--- config.mk ---
export PLATFORM = sky130hd
export DESIGN_NAME = mem_port_arbiter
export DESIGN_NICKNAME = d
export VERILOG_FILES = /design/src/rtl/core_pkg.sv /design/src/rtl/arb_streak_ctr.sv /design/src/rtl/mem_port_arbiter.sv
export SDC_FILE = /design/constraint.sdc
export NUM_CORES = 1
export LEC_CHECK = 0
export ABC_AREA = 1
export CAP_MARGIN = 5
export CORE_MARGIN = 4
export CORE_UTILIZATION = 32
export CTS_BUF_LIST = sky130_fd_sc_hd__clkbuf_4 sky130_fd_sc_hd__clkbuf_8 sky130_fd_sc_hd__clkbuf_16
export DETAILED_ROUTE_END_ITERATION = 12
export HOLD_SLACK_MARGIN = 0.05
export PLACE_DENSITY_LB_ADDON = 0.2
export SETUP_SLACK_MARGIN = 0.15
export SLEW_MARGIN = 40
export SYNTH_ARGS = -nofsm -noshare
export SYNTH_HDL_FRONTEND = slang
export SYNTH_SLANG_ARGS = --single-unit
--- constraint.sdc ---
create_clock -name clk -period 3.65 [get_ports clk]
set_input_delay 0.73 -clock clk [delete_from_list [all_inputs] [get_ports clk]]
set_output_delay 0.73 -clock clk [all_outputs]
set_load 0.05 [all_outputs]
--- src/rtl/core_pkg.sv ---
// Shared definitions for the memory-port arbiter slice.
// Contents:
//   arb_state_t          - arbiter FSM encoding (ST_IDLE / ST_I_BUSY / ST_D_BUSY)
//   DEF_ADDR_W/DEF_DATA_W - default address / data widths
//   STREAK_W             - width of the MA-streak counter
package core_pkg;

  localparam int DEF_ADDR_W = 32;
  localparam int DEF_DATA_W = 32;
  localparam int STREAK_W   = 4;

  typedef enum logic [1:0] {
    ST_IDLE   = 2'd0,
    ST_I_BUSY = 2'd1,
    ST_D_BUSY = 2'd2
  } arb_state_t;

endpackage

--- src/rtl/arb_streak_ctr.sv ---
// Counts consecutive MA grants made while IF is waiting. Saturates at MAX.
// Ports:
//   clk, rst  - clock, synchronous active-high reset
//   inc       - an MA grant was made while IF was waiting
//   clr       - an IF grant was made, or IF is not requesting
//   at_limit  - counter has reached MAX; IF must win the next tie
module arb_streak_ctr
  import core_pkg::*;
#(
  parameter int MAX = 4
) (
  input  logic clk,
  input  logic rst,
  input  logic inc,
  input  logic clr,
  output logic at_limit
);

  localparam logic [STREAK_W-1:0] LIMIT = STREAK_W'(MAX);

  logic [STREAK_W-1:0] cnt;

  always_ff @(posedge clk) begin
    if (rst) begin
      cnt <= '0;
    end else if (clr) begin
      cnt <= '0;
    end else if (inc && (cnt != LIMIT)) begin
      cnt <= cnt + 1'b1;
    end
  end

  assign at_limit = (cnt == LIMIT);

endmodule

--- src/rtl/mem_port_arbiter.sv ---
// Shares a single-port variable-latency memory between instruction fetch (IF)
// and memory access (MA). One transaction in flight at a time; results come
// back on registered rdata with a one-cycle done pulse.
//
// Handshake: a requester raises *_req and holds it (and its address/data) until
// its *_done pulse; the arbiter samples address/data only at the grant edge.
// Toward memory, mem_req and mem_* stay stable until the cycle mem_ready=1,
// which completes the access at that rising edge. mem_ready while no request
// is outstanding is ignored.
//
// Ports:
//   clk, rst                     - clock, synchronous active-high reset
//   i_req/i_addr/i_flush         - IF request, address, cancel
//   i_done/i_rdata               - IF completion pulse and instruction word
//   d_req/d_we/d_be/d_addr/d_wdata - MA request (load/store)
//   d_done/d_rdata               - MA completion pulse and load data
//   stall_if, stall_ma           - combinational stalls to the hazard logic
//   mem_req/we/be/addr/wdata     - registered memory request
//   mem_ready, mem_rdata         - memory completion and read data
//   dbg_state                    - current FSM state
module mem_port_arbiter
  import core_pkg::*;
#(
  parameter int ADDR_W       = DEF_ADDR_W,
  parameter int DATA_W       = DEF_DATA_W,
  parameter int MAX_D_STREAK = 4
) (
  input  logic              clk,
  input  logic              rst,
  input  logic              i_req,
  input  logic [ADDR_W-1:0] i_addr,
  input  logic              i_flush,
  output logic              i_done,
  output logic [DATA_W-1:0] i_rdata,
  input  logic              d_req,
  input  logic              d_we,
  input  logic [3:0]        d_be,
  input  logic [ADDR_W-1:0] d_addr,
  input  logic [DATA_W-1:0] d_wdata,
  output logic              d_done,
  output logic [DATA_W-1:0] d_rdata,
  output logic              stall_if,
  output logic              stall_ma,
  output logic              mem_req,
  output logic              mem_we,
  output logic [3:0]        mem_be,
  output logic [ADDR_W-1:0] mem_addr,
  output logic [DATA_W-1:0] mem_wdata,
  input  logic              mem_ready,
  input  logic [DATA_W-1:0] mem_rdata,
  output arb_state_t        dbg_state
);

  arb_state_t state;
  logic       discard;
  logic       i_want;
  logic       grant_i;
  logic       grant_d;
  logic       at_limit;
  logic       idle;

  // A flushed fetch never competes; MA wins ties unless IF has been
  // starved for MAX_D_STREAK consecutive MA grants.
  assign idle    = (state == ST_IDLE);
  assign i_want  = i_req & ~i_flush;
  assign grant_d = idle & d_req & ~(i_want & at_limit);
  assign grant_i = idle & i_want & (~d_req | at_limit);

  assign stall_if  = i_req & ~i_done & ~i_flush;
  assign stall_ma  = d_req & ~d_done;
  assign dbg_state = state;

  arb_streak_ctr #(.MAX(MAX_D_STREAK)) u_streak (
    .clk      (clk),
    .rst      (rst),
    .inc      (grant_d & i_want),
    .clr      (grant_i | (idle & ~i_req)),
    .at_limit (at_limit)
  );

  always_ff @(posedge clk) begin
    if (rst) begin
      state     <= ST_IDLE;
      mem_req   <= 1'b0;
      mem_we    <= 1'b0;
      mem_be    <= '0;
      mem_addr  <= '0;
      mem_wdata <= '0;
      i_done    <= 1'b0;
      d_done    <= 1'b0;
      i_rdata   <= '0;
      d_rdata   <= '0;
      discard   <= 1'b0;
    end else begin
      i_done <= 1'b0;
      d_done <= 1'b0;
      case (state)
        ST_IDLE: begin
          if (grant_d) begin
            state     <= ST_D_BUSY;
            mem_req   <= 1'b1;
            mem_we    <= d_we;
            mem_be    <= d_be;
            mem_addr  <= d_addr;
            mem_wdata <= d_wdata;
          end else if (grant_i) begin
            state     <= ST_I_BUSY;
            mem_req   <= 1'b1;
            mem_we    <= 1'b0;
            mem_be    <= 4'hF;
            mem_addr  <= i_addr;
            mem_wdata <= '0;
          end
        end
        ST_I_BUSY: begin
          if (i_flush) discard <= 1'b1;
          if (mem_ready) begin
            state   <= ST_IDLE;
            mem_req <= 1'b0;
            discard <= 1'b0;
            // A flush arriving in the completion cycle also drops the result.
            if (!(discard || i_flush)) begin
              i_done  <= 1'b1;
              i_rdata <= mem_rdata;
            end
          end
        end
        ST_D_BUSY: begin
          if (mem_ready) begin
            state   <= ST_IDLE;
            mem_req <= 1'b0;
            d_done  <= 1'b1;
            d_rdata <= mem_rdata;
          end
        end
        default: begin
          state   <= ST_IDLE;
          mem_req <= 1'b0;
        end
      endcase
    end
  end

endmodule

=== Word level (Yosys, flattened, before mapping) ===
Cells that the tools add are included.
W data, S select, Z words.

* Register bits after elaboration: 143
* Output and inout bits: 140
* Word-level logic and storage cells: 76

* $add $sub $neg: 1
* Equal/unequal tests: 6
* Mux-type cells: 20
* Bitwise gates (word level): 23
* Reduce and logical (&&, ||, !) cells: 14

{| class="wikitable"
|+ Operator list
! cell !! number
|-
| $mux W32 || 4
|-
| $and A1 B1 Y1 || 11
|-
| $not A1 Y1 || 10
|-
| $mux W1 || 9
|-
| $mux W4 || 2
|-
| $reduce_and A2 Y1 || 4
|-
| $mux W2 || 3
|-
| $reduce_or A2 Y1 || 3
|-
| $add A4 B1 Y4 const B || 1
|-
| $eq A4 B3 Y1 const B || 1
|-
| $ne A4 B3 Y1 const B || 1
|-
| $pmux W2 S2 || 1
|-
| $reduce_bool A2 Y1 || 2
|-
| $ne A3 B3 Y1 const B || 1
|-
| $reduce_and A3 Y1 || 1
|-
| $reduce_or A3 Y1 || 1
|-
| $eq A2 B1 Y1 const B || 1
|-
| $eq A2 B2 Y1 const B || 1
|-
| $logic_not A2 Y1 || 1
|-
| $ne A2 B1 Y1 const B || 1
|-
| $or A1 B1 Y1 || 2
|-
| $pmux W1 S2 || 1
|-
| $logic_and A1 B1 Y1 || 1
|-
| $logic_or A1 B1 Y1 || 1
|}

=== Logic depth before layout (Yosys ltp) ===
Gate-level depths: netlist of the first run.

* Word-level depth: 7
* Mapped depth: 13
* Gate-level depth less buffers: 11

=== Hierarchy ===
A second synthesis of the first run with hierarchy kept.

* Cells, all modules: 778
* Area total of the unflattened synthesis: 5646.7 um^2

{| class="wikitable"
|+ Modules (own cells, without submodules)
! module !! times used !! cells each !! area each (um^2) !! sequential area each (um^2)
|-
| mem_port_arbiter || 1 || 742 || 5403.9 || 2782.7
|-
| arb_streak_ctr || 1 || 36 || 242.7 || 80.1
|}

=== Worst setup path after synthesis of the first run ===
Ideal clock, no wire load.

* Kind: in2out
* From: in i_flush
* To: out stall_if
* Arrival time: 1464 ps
* Required time: 2920 ps
* Setup slack: 1456 ps
* Cell stages on the path: 3
* Path buffers: 0
* Path through: inv_2 -> nand2_2 -> nor2_1

* Word-level cells in the longest chain between the ends: 2

{| class="wikitable"
|+ Ends and longest elaborated chain
! element !! RTL line !! source
|-
| start: declaration || mem_port_arbiter.sv:32 || <nowiki>input logic i_flush,</nowiki>
|-
| $not A1 Y1 || mem_port_arbiter.sv:69 || <nowiki>assign stall_if = i_req & ~i_done & ~i_flush;</nowiki>
|-
| $and A1 B1 Y1 || mem_port_arbiter.sv:69 ||
|-
| end: declaration || mem_port_arbiter.sv:42 || <nowiki>output logic stall_if,</nowiki>
|}

Every way passes these cells.

=== Worst setup path in the final report of the first run ===
* From: in i_req
* To: out stall_if

* Word-level cells in the longest chain between the ends: 2

{| class="wikitable"
|+ Ends and longest elaborated chain
! element !! RTL line !! source
|-
| start: declaration || mem_port_arbiter.sv:30 || <nowiki>input logic i_req,</nowiki>
|-
| $and A1 B1 Y1 (2 in a row) || mem_port_arbiter.sv:69 ||
|}

Every way passes these cells.

==> results of run 1 <==
worst max-delay path, delay by kind of cell:
kind | cells | cell delay, ns
buffers and inverters | 2 | 1.35
AND/OR/NAND/NOR | 2 | 0.18
cell type report:
cell class,instances,area (um2)
clock inverter,11,133
multi-input combinational,582,2560
fill,1801,8660
tap,229,287
timing repair buffer,289,2910
clock buffer,20,460
inverter,56,210
sequential,143,2860
stage by stage:
stage / instance area [um2] / hold WS (ns) / std cells / total power [uW]
final: 9420 / 0.450 / 1330 / 7390
after global routing: 9420 / 0.468 / 1330 / 7860
after CTS: 9420 / 0.453 / 1330 / 7500
after detailed placement: 8830 / 0.443 / 1299 / 5730
after global placement: 8830 / 0.439 / 1299 / 5700
after floorplan: 5920 / 0.463 / 830 / 4660
worst max-delay path by stage:
stage                           to  slack [ns]  cells past startpoint
final                     stall_if        0.65                      4
after global routing      stall_if        0.53                      4
after CTS                 stall_if        0.64                      4
after detailed placement  stall_if        0.66                      4
after global placement    stall_if        0.65                      4
after floorplan           stall_if        1.46                      3
cells by family (layout without fill, tap and decap cells):
logic type,count (synthesis),count (layout)
adders and majority gates,6,6
DFF,143,143
and+or+nand+nor,463,463
buffers and inverters,105,376
AOI/OAI and AO/OA,113,113
metal layers:
metal / share of wire / track usage / vias up
li1: - / - / 3058
met1: 0.41 / 0.188 / 2533
met2: 0.46 / 0.280 / 186
met3: 0.12 / 0.0899 / 14
met4: 0.013 / 0.0520 / 0
met5: 0 / 0 / -
cells in the final DEF (no fill, tap or decap), drive strengths merged:
cell / instances
clkbuf: 20
inv: 58
dfxtp: 143
nor2: 204
ha: 6
bufinv: 2
clkdlybuf4s50: 277
nand2: 249
o211ai: 1
buf: 12
nand4: 1
o21ai: 70
a21oi: 42
nor3b: 1
nand3: 6
clkinv: 5
nor3: 2
clkinvlp: 2
where the power goes:
group	internal [uW]	switching, uW
Combinational	1180	2390
Sequential	1910	178
Clock	1050	683
state kept, by name, indices dropped and copies added, names as in the netlist:
| name | cells |
|---|---|
| mem_wdata | 32 |
| d_done | 1 |
| i_rdata | 32 |
| dbg_state | 2 |
| mem_we | 1 |
| mem_addr | 32 |
| u_streak.cnt | 4 |
| discard | 1 |
| i_done | 1 |
| mem_req | 1 |
| mem_be | 4 |
| d_rdata | 32 |
==> metrics.txt, run 1 <==
status finished clean; worst endpoint required time 2.92 ns; post-synthesis compound-gate area fraction 0.111; CTS H-tree depth 4; Worst slew margin 0.548; share of the synthesized area in the top cell type 0.483; simple-gate portion of the synthesized area 0.307; Initial DRC Count roughly 190; Achievable Freq 333 MHz; Critical R2R Launch dbg_state[0]; Hold Path End mem_be[0]; Final Skew about 0.0077 ns; Die Width ~140 um; mux cell area share after synthesis 0; DR WL/cell 13.8 um; later-pin clock latency in the skew report 0.41 ns; R2R setup slack about 1.5 ns; Final Util 0.521; Root Buffer clkbuf_16; worst IR drop on VDD between 0.3 and 0.4 mV; CP max stage delay between 0.8 and 0.9 ns; reg-to-reg endpoint mem_addr[10]; Reg clk slew, reported paths 0.06 ns; hpwl dp around 13000 um; via count 5791; Final setup viols 0; CP max FO 3; Syn Nets slightly below 1000; largest net degree at the start of global routing 67; LEAKAGE 0.00388 uW; dpl ws 0.662 ns; # nets final 1234; Post-Syn Instances 830; largest family of logic cells by synthesized area simple AND/OR/NAND/NOR gates; Synth Area in XOR/XNOR 0; sequential-to-total area share from yosys stat 0.483; Post-CTS Setup Bufs 0; gr usage total 0.169; fin crit share 0.823; DIE AREA a little over 20000 um2; vias in the first global route 5448; CP dominant cell by count clkdlybuf4s50_1; Setup TNS 0 ns; ANT cells 0; Synth top cells by count nand2_1, nor2_1, dfxtp_1; core area roughly 18000 um2; Post-synth EDFFs 0; TritonCTS Sinks 143; register bit total from synthesis approximately 140; first-pass GRT wire length between 20000 and 30000 um; critical path type primary input to output pin; crit path from i_req; # DRC 0; Slew Viols, Final 0; antenna violations before repair 0; Async SR Flop Fraction 0; hold crit path type flip-flop to flip-flop; remaining antenna violation count 0; PD cells 785 nW/um2; Pre-antenna DRT Iters 4; post-layout minimum cycle time 3.00 ns; TritonCTS Buffers 17; IO Count roughly 280; CTS tree done; Port Buffers approximately 280; syn avg cell area 7.14 um2; Worst Hold Depth 2; Starting Density 0.328; # rows a little under 50; critical path endpoint category output pin; slowest cell on the critical path clkdlybuf4s50_1; drt total wl 18300 um; RSZ-0062 raised after global routing false; Primary FF master, synth dfxtp_1; reg2reg path depth 11; Final Hold Violating Endpoints 0; startpoint types primary input; Area growth syn-to-layout 59.0%; Vias/cell 4.35; yosys warns 0; Worst-Margin Slew 0.677 ns; post-synth top area cell dfxtp_1; adder-cell share of the synthesized area 0.0127; most frequent cell after synthesis nand2_1; clk buf depth 2; GR Overflow Total 0; area of the mapped netlist slightly below 6000 um2; count of cell types in the netlist 23; WP data arrival between 2 and 2.5 ns; chip height 144 um; CP cell instances clkdlybuf4s50_1 > nand2_2 > nor2_1 > clkdlybuf4s50_1; Resized cells post-CTS 0; min-delay src mem_be[0]; Max-Cap Viols 0; RD Place Congestion 0.748; Final WS setup 0.646 ns; Hold Buf Count CTS 0; share of cells above drive strength 1 0.0881; top post-synthesis cells by area dfxtp_1, nand2_1, nor2_1
No activity file was read; power rests on OpenSTA's default activity.
==> inputs of run 2 (changes only) <==
clock period = 2.71 ns   (was 3.65 ns; I/O delays follow)
==> metrics.txt, run 2 (synthesis gave the netlist of run 1 again) <==
PD cells 1060 nW/um2 (+35%); commonest non-fill, non-tap cells in the layout clkdlybuf4s50_1, nand2_1, nor2_1; antenna violations before repair 0 (unchanged); sequential cell area 2860 um2 (unchanged); Comb power frac 0.482 (about the same); Achievable Freq 451 MHz; Root Buffer clkbuf_16; Hold Buf Count CTS 0 (unchanged); Worst slew margin 0.601 (+0.0534); status finished clean; remaining antenna violation count 0 (unchanged); via count 5746 (-0.78%); Starting Density 0.328 (unchanged); Worst-Margin Slew 0.598 ns (-0.0792 ns); switching pwr 4340 uW (+34%); critical path type flip-flop to output pin; LEAKAGE 0.00392 uW (+0.97%); Final Skew 0.0122 ns (+0.00447 ns); Final Util 0.524 (+0.00325); Pre-antenna DRT Iters 4 (unchanged); # DRC 0 (unchanged); RSZ-0062 raised after global routing false; first-pass GRT wire length 28400 um (+2.8%); # nets final 1238 (+0.32%); Final setup viols 0 (unchanged); largest net degree at the start of global routing 67 (unchanged); hold crit path type flip-flop to flip-flop; fin crit share 0.817; Pint 5680 uW (+37%); RD Place Congestion 0.763 (+2.0%); slowest cell on the critical path clkdlybuf4s50_1; Resized cells post-CTS 0 (unchanged); placed cells 1303 (+0.31%); later-pin clock latency in the skew report 0.42 ns (about the same); gr usage total 0.172 (+0.00306); Setup TNS 0 ns (unchanged); TritonCTS Sinks 143 (unchanged); CTS tree done; Clock power frac 0.236 (about the same); Final WS setup 0.495 ns (-0.150 ns); Vias/cell 4.31 (-1.1%); DR WL/cell 13.8 um (+0.17%); Max-Cap Viols 0 (unchanged); # rows 49 (unchanged); worst IR drop on VDD 0.520 mV (+46%); Sw Share 0.433 (-0.00586); delay-heaviest family, CP buffers and inverters; worst endpoint required time 2.17 ns (-0.75 ns); core area 18100 um2 (unchanged); DIE AREA 20800 um2 (unchanged); ANT cells 0 (unchanged); Initial DRC Count 172 (-11%); Port Buffers 278 (unchanged); total power 10000 uW (+36%); GR Overflow Total 0 (unchanged); hpwl dp 13200 um (+2.3%); drt total wl 18400 um (+0.48%); most common cell after layout, fill and taps aside clkdlybuf4s50_1; clk buf depth 2 (unchanged); Final Hold Violating Endpoints 0 (unchanged); CP cell instances clkdlybuf4s50_1; Post-CTS Setup Bufs 0 (unchanged); critical path endpoint category output pin; CTS H-tree depth 4 (unchanged); vias in the first global route 5491 (+0.79%); Slew Viols, Final 0 (unchanged); dpl ws 0.414 ns (-0.248 ns); fillers 1785 (-0.89%); TritonCTS Buffers 17 (unchanged); Area growth syn-to-layout 60.0%; Non-Filler Instances 1334 (+0.30%); crit path buf inv count 1 (-1); WP data arrival 1.67 ns (-0.60 ns); post-layout minimum cycle time 2.21 ns; CP max FO 4 (+1); sequential share of power 0.282 (about the same); Reg clk slew, reported paths 0.05 ns (about the same); CP max stage delay 0.87 ns (+0.04 ns); startpoint types flip-flop; area of the multi-input gates 2560 um2 (unchanged); IO Count 279 (unchanged); Die Width 144 um (unchanged); share of cells above drive strength 1 0.0932 (+0.00511); chip height 144 um (unchanged)
## run 2: per-layer routing
metal | part of all wire | track usage | routed length [um] | vias to the layer above
met3 | 0.11 | 0.0794 | 2070 | 17
met2 | 0.45 | 0.281 | 8250 | 179
met1 | 0.42 | 0.201 | 7810 | 2485
li1 | - | - | - | 3065
met5 | 0 | 0 | 0 | -
met4 | 0.015 | 0.0570 | 277 | 0
## run 2: cell type report
cell class,instances,area share
clock inverter,8,0.0112
inverter,56,0.0222
multi-input combinational,582,0.270
tap,229,0.0302
timing repair buffer,293,0.312
sequential,143,0.302
clock buffer,23,0.0523
## run 2: worst paths after layout
kind	endpoint	cells past startpoint	start	slack, ns
worst max register to register	mem_addr[20]	11	dbg_state[0]	0.82
worst max-delay path	dbg_state[1]	1	dbg_state[1]	0.50
worst min-delay path	mem_be[3]	2	mem_be[3]	0.46
worst min register to register	mem_be[3]	2	mem_be[3]	0.46
## run 2: power by group through the flow
stage | clock network, uW | logic (uW) | registers, uW
6_report | 2360 | 4830 | 2830
5_1_grt | 2520 | 5250 | 2890
4_1_cts | 2430 | 4900 | 2840
3_5_place_dp | 0 | 4880 | 2870
3_3_place_gp | 0 | 4870 | 2860
2_1_floorplan | 0 | 1830 | 4440
## run 2: stage by stage
step | instance area [um2] | hold slack, ns
3_3_place_gp | 8880 | 0.438
5_1_grt | 9480 | 0.476
3_5_place_dp | 8880 | 0.445
2_1_floorplan | 5920 | 0.463
4_1_cts | 9480 | 0.459
6_report | 9480 | 0.456
## run 2: worst register-to-register path, cell delays in order (launching register included)
cell     delay (ns)
dfxtp_1        0.39
inv_1          0.10
ha_1           0.27
nand2_1        0.09
inv_2          0.05
nand2_4        0.13
nand2_2        0.09
nand2_4        0.27
buf_12         0.23
nand2_1        0.08
nand2_1        0.06
nor2_1         0.04
